==> config.mk <==
export PLATFORM = sky130hd
export DESIGN_NAME = interrupt_acknowledge_sequencer
export DESIGN_NICKNAME = d
export VERILOG_FILES = /design/src/rtl/interrupt_acknowledge_sequencer.sv
export SDC_FILE = /design/constraint.sdc
export NUM_CORES = 1
export LEC_CHECK = 0
export ABC_AREA = 1
export CORE_AREA = 4 4 41 43
export DETAILED_ROUTE_END_ITERATION = 8
export DIE_AREA = 0 0 45 47
export PLACE_DENSITY = 0.68
export SLEW_MARGIN = 40
export SYNTH_ARGS = -nofsm -noshare
export SYNTH_HDL_FRONTEND = slang
export SYNTH_SLANG_ARGS = --single-unit
==> constraint.sdc <==
create_clock -name clock -period 1.4 [get_ports clock]
set_clock_uncertainty 0.2 [all_clocks]
set_input_delay 0.21 -clock clock [delete_from_list [all_inputs] [get_ports clock]]
set_output_delay 0.21 -clock clock [all_outputs]
set_load 0.05 [all_outputs]
==> src/rtl/interrupt_acknowledge_sequencer.sv <==
// 8259A acknowledge/poll sequencer: tracks INTA pulses and poll reads and emits
// the state and one-cycle strobes used by the interrupt control signal stage.
module interrupt_acknowledge_sequencer #(
    parameter int SYNC_STAGES    = 2,
    parameter int TIMEOUT_CYCLES = 0,
    parameter int TIMEOUT_WIDTH  = 16
) (
    input  logic       clock,
    input  logic       reset,
    input  logic       interrupt_acknowledge_n,
    input  logic       read_n,
    input  logic       write_initial_command_word_1,
    input  logic       write_operation_control_word_3,
    input  logic       poll_bit,
    input  logic       u8086_mode,
    input  logic       cascade_slave,
    input  logic       cascade_slave_enable,
    output logic [2:0] control_state,
    output logic [2:0] next_control_state,
    output logic       latch_in_service,
    output logic       end_of_acknowledge_sequence,
    output logic       end_of_poll_command,
    output logic       sequence_abort
);

    typedef enum logic [2:0] {
        CTL_READY = 3'b000,
        ACK1      = 3'b001,
        ACK2      = 3'b010,
        ACK3      = 3'b011,
        POLL      = 3'b100
    } state_t;

    localparam logic [TIMEOUT_WIDTH-1:0] TIMEOUT_LIMIT =
        (TIMEOUT_CYCLES > 0) ? TIMEOUT_WIDTH'(TIMEOUT_CYCLES - 1) : '0;

    logic [SYNC_STAGES-1:0]   inta_sync_reg;
    logic [SYNC_STAGES-1:0]   read_sync_reg;
    logic                     inta_hist_reg;
    logic                     read_hist_reg;
    logic [2:0]               state_reg;
    logic [2:0]               state_next;
    logic [2:0]               normal_next;
    logic [TIMEOUT_WIDTH-1:0] timeout_count_reg;
    logic                     inta_fall;
    logic                     inta_rise;
    logic                     read_fall;
    logic                     read_rise;
    logic                     slave_ok;
    logic                     timeout_expired;
    logic                     in_ack_state;

    // Synchronizers idle high so a reset never manufactures an edge.
    genvar gi;
    generate
        for (gi = 0; gi < SYNC_STAGES; gi++) begin : g_sync
            if (gi == 0) begin : g_first
                always_ff @(posedge clock) begin
                    if (reset) begin
                        inta_sync_reg[gi] <= 1'b1;
                        read_sync_reg[gi] <= 1'b1;
                    end else begin
                        inta_sync_reg[gi] <= interrupt_acknowledge_n;
                        read_sync_reg[gi] <= read_n;
                    end
                end
            end else begin : g_rest
                always_ff @(posedge clock) begin
                    if (reset) begin
                        inta_sync_reg[gi] <= 1'b1;
                        read_sync_reg[gi] <= 1'b1;
                    end else begin
                        inta_sync_reg[gi] <= inta_sync_reg[gi-1];
                        read_sync_reg[gi] <= read_sync_reg[gi-1];
                    end
                end
            end
        end
    endgenerate

    always_ff @(posedge clock) begin
        if (reset) begin
            inta_hist_reg <= 1'b1;
            read_hist_reg <= 1'b1;
        end else begin
            inta_hist_reg <= inta_sync_reg[SYNC_STAGES-1];
            read_hist_reg <= read_sync_reg[SYNC_STAGES-1];
        end
    end

    assign inta_fall = inta_hist_reg & ~inta_sync_reg[SYNC_STAGES-1];
    assign inta_rise = ~inta_hist_reg & inta_sync_reg[SYNC_STAGES-1];
    assign read_fall = read_hist_reg & ~read_sync_reg[SYNC_STAGES-1];
    assign read_rise = ~read_hist_reg & read_sync_reg[SYNC_STAGES-1];
    assign slave_ok  = ~cascade_slave | cascade_slave_enable;

    // Protocol transitions only; ICW1 and timeout overrides are layered below.
    always_comb begin
        normal_next = state_reg;
        case (state_reg)
            CTL_READY: begin
                if (write_operation_control_word_3 & poll_bit) normal_next = POLL;
                else if (inta_fall)                            normal_next = ACK1;
            end
            ACK1:    if (inta_rise) normal_next = ACK2;
            ACK2:    if (inta_rise) normal_next = u8086_mode ? CTL_READY : ACK3;
            ACK3:    if (inta_rise) normal_next = CTL_READY;
            POLL:    if (read_rise) normal_next = CTL_READY;
            default: normal_next = CTL_READY;
        endcase
    end

    assign in_ack_state    = (state_reg == ACK1) | (state_reg == ACK2) | (state_reg == ACK3);
    assign timeout_expired = (TIMEOUT_CYCLES > 0) && (state_reg != CTL_READY) &&
                             (normal_next == state_reg) && (timeout_count_reg == TIMEOUT_LIMIT);

    always_comb begin
        state_next = normal_next;
        if (reset | write_initial_command_word_1 | timeout_expired) state_next = CTL_READY;
    end

    always_ff @(posedge clock) begin
        if (reset) state_reg <= CTL_READY;
        else       state_reg <= state_next;
    end

    generate
        if (TIMEOUT_CYCLES > 0) begin : g_timeout
            always_ff @(posedge clock) begin
                if (reset || (state_reg == CTL_READY) || (state_next != state_reg))
                    timeout_count_reg <= '0;
                else if (timeout_count_reg != '1)
                    timeout_count_reg <= timeout_count_reg + 1'b1;
            end
        end else begin : g_no_timeout
            assign timeout_count_reg = '0;
        end
    endgenerate

    assign control_state      = state_reg;
    assign next_control_state = state_next;

    assign latch_in_service = ~(reset | write_initial_command_word_1 | timeout_expired) &
                              (((state_reg == ACK1) & inta_rise & slave_ok) |
                               ((state_reg == POLL) & read_fall));

    assign end_of_acknowledge_sequence = ~reset & ~write_initial_command_word_1 &
                              (((state_reg == ACK2) & inta_rise & u8086_mode) |
                               ((state_reg == ACK3) & inta_rise) |
                               (timeout_expired & in_ack_state));

    assign end_of_poll_command = ~reset & ~write_initial_command_word_1 &
                              (state_reg == POLL) & (read_rise | timeout_expired);

    assign sequence_abort = ~reset & ~write_initial_command_word_1 & timeout_expired;

endmodule

==> results.tsv <==
stage	metric	value	unit
route	wl	1570	µm
layout	final_common_cell	buf_4	
timing	tns	-2.08	ns
synthesis	synth_mux_area_share	0	%
timing	hold_viol	0	
clock_network	cts.sinks	9	
setup_path	required	0.99	ns
worst_hold_path	min-delay-start	reset	
layout	final_util	87.2	%
synthesis	synth_top_family_by_area	simple AND/OR/NAND/NOR gates	
setup_path	regToRegEndpoint	control_state[0]	
synthesis	synth_compound_area_share	9.24	%
route	num_vias	599	
floorplanning	die_area	2120	µm²
synthesis	synth-simple-area-share	39.4	%
floorplanning	rows	13	
synthesis	synth-seq-cells	9	
clock_network	cts_tree	yes	
setup_path	rr_worst_depth	6	
timing	fmaxAchievable	556	MHz
global_route	overflow	0	
route	drc	0	
floorplanning	die_width	45	µm
global_route	grt_pass1_vias	604	
route	antenna_left	0	
global_route	grt_max_degree	7	
clock_network	htreeDepth	1	
power_and_ir_drop	ir_worst_vdd	0.000611	V
layout	area_delta_synth_final	146	%
worst_hold_path	hold_end	inta_sync_reg[0]	
timing	finalSetupViolCount	6	
layout	final_area	1130	µm²
setup_path	cp_data_arrival_time	1.39	ns
synthesis	synthCells	68	
global_route	grt_pass1_wl	2540	µm
timing	fin_crit_sh	128	%
clock_network	clk_pin_slew	0.06	ns
setup_path	cp-start-kind	flop	
floorplanning	core	1300	µm²
global_route	antenna_found_initial	0	
synthesis	syn-cell-area	460	µm²
synthesis	yosysUniqueCellTypes	18	
layout	fin_cells	127	
floorplanning	ios	20	
power_and_ir_drop	total_power	0.620	mW
timing	rsz0062_at_grt	yes	
synthesis	syn_avg_cell_area	6.77	µm²
layout	diodes	0	
floorplanning	start_util	35.4	%
layout	largest_reg_flops	3	
worst_hold_path	hp-class	in -> reg	
setup_path	critPathKind	reg -> out	
clock_network	cts_root_buf	clkbuf_4	
setup_path	r2r_slack	0.05	ns
layout	n_fill_cell	62	
synthesis	synth_xor_area_share	0	%
layout	final_net_count	123	
placement	placed_cell_area	967	µm²
route	dr.pass1.iters	4	
run_status	status	finished, violations left	
clock_network	hold_buffers	0	
worst_hold_path	whs_path_depth	3	
placement	dp_hpwl	1030	µm
synthesis	synth.yosys.seq_area_share	39.1	%
clock_network	clk_latency	0.25	ns
setup_path	timing.rr.start	control_state[0]	
placement	portBuffers	18	
layout	final_cell_mix	buf_4 (21), nand2_1 (11), buf_12 (9)	
timing	slew_violations	0	
setup_path	crit_path_end_kind	primary output	
placement	gp_congestion	0.737	
timing	min_period	1.80	ns
route	wl_per_cell	12.3	µm
synthesis	synth_fp_nets	78	
clock_network	max-clock-path-buffers	2	
floorplanning	die_y	47	µm
setup_path	crit_fanout	5	
timing	fin_hold_ws	0.138	ns
power_and_ir_drop	power.density	547	nW/µm²
run_status	violations	setup timing	
layout	drive_gt1_share	67.0	%
clock_network	numCtsBuffers	3	
placement	dp_cells	115	
setup_path	crit_path_start	control_state[1]	
power_and_ir_drop	total_leakage_power	0.505	nW
synthesis	synth_adder_area_share	0	%
timing	setup_ws	-0.399	ns
placement	dp_slack	-0.426	ns
job	max_cap_violations	0	
global_route	grt_util_all_layers	16.3	%
synthesis	yosysWarnings	0	
route	vias_per_cell	4.72	
route	dr.first_iter.drc_count	5	
==> power by group <==
part | switching [mW] | total, mW | internal [mW]
Combinational | 0.0735 | 0.156 | 0.0821
Sequential | 0.00845 | 0.269 | 0.260
Clock | 0.0862 | 0.196 | 0.110
==> worst max-delay path: stages (launching register included) <==
cell and delay, ns:
dfxtp_4 0.39, inv_4 0.06, nor2_2 0.10, nand3_1 0.08, nand2_1 0.09, nand2_2 0.08, a21oi_4 0.18, buf_12 0.15
==> per-layer routing <==
metal  track usage (%)  up-vias  routed length [µm]
li1                  -      301                   -
met4              9.94        0                  15
met3              1.53        2                  68
met1              18.2      276                 649
met2              29.9       20                 833
met5                 0        -                   0
==> worst max-delay path by stage <==
stage | to | slack (ns) | cells past startpoint
2_1_floorplan | end_of_poll_command | -0.25 | 3
3_3_place_gp | end_of_poll_command | -0.40 | 5
3_5_place_dp | next_control_state[0] | -0.43 | 6
4_1_cts | next_control_state[0] | -0.38 | 6
5_1_grt | next_control_state[0] | -0.48 | 7
6_report | next_control_state[0] | -0.40 | 7
==> synth_stat cells <==
cell	count	area (µm²)
inv_2	3	11.3
nor2_1	4	15.0
o21ai_0	1	5.00
inv_1	9	33.8
a21oi_1	6	30.0
nor2_4	1	11.3
dfxtp_1	9	180
buf_4	1	7.51
nor3_1	2	10.0
nand2_1	16	60.1
nand4_1	1	6.26
nor4_1	1	6.26
o211ai_1	1	7.51
conb_1	1	3.75
nor3_2	1	10.0
nand3_1	5	25.0
or2_2	5	31.3
nor2_2	1	6.26
==> cell type report <==
type / count / area (µm²) / share of cell area [%]
Inverter: 12 / 58.8 / 5.18
Clock buffer: 4 / 26.3 / 2.32
Sequential cell: 9 / 194 / 17.1
Timing Repair Buffer: 41 / 454 / 40.0
Multi-Input combinational cell: 46 / 383 / 33.7
Tap cell: 15 / 18.8 / 1.65
==> what timing repair did <==
action | 4_1_cts | 5_1_grt
buffers inserted | 5 | 3
resized for setup | 18 | 9
pin swaps | 12 | 10
endpoints found under the setup margin | 7 | 7
==> logic make-up after synthesis <==
family,after synthesis
AO/OA/AOI/OAI,8
buffers and inverters,13
flip-flops,9
other,1
AND/OR/NAND/NOR,37
Note: power is estimated with default switching activity, not from simulation.
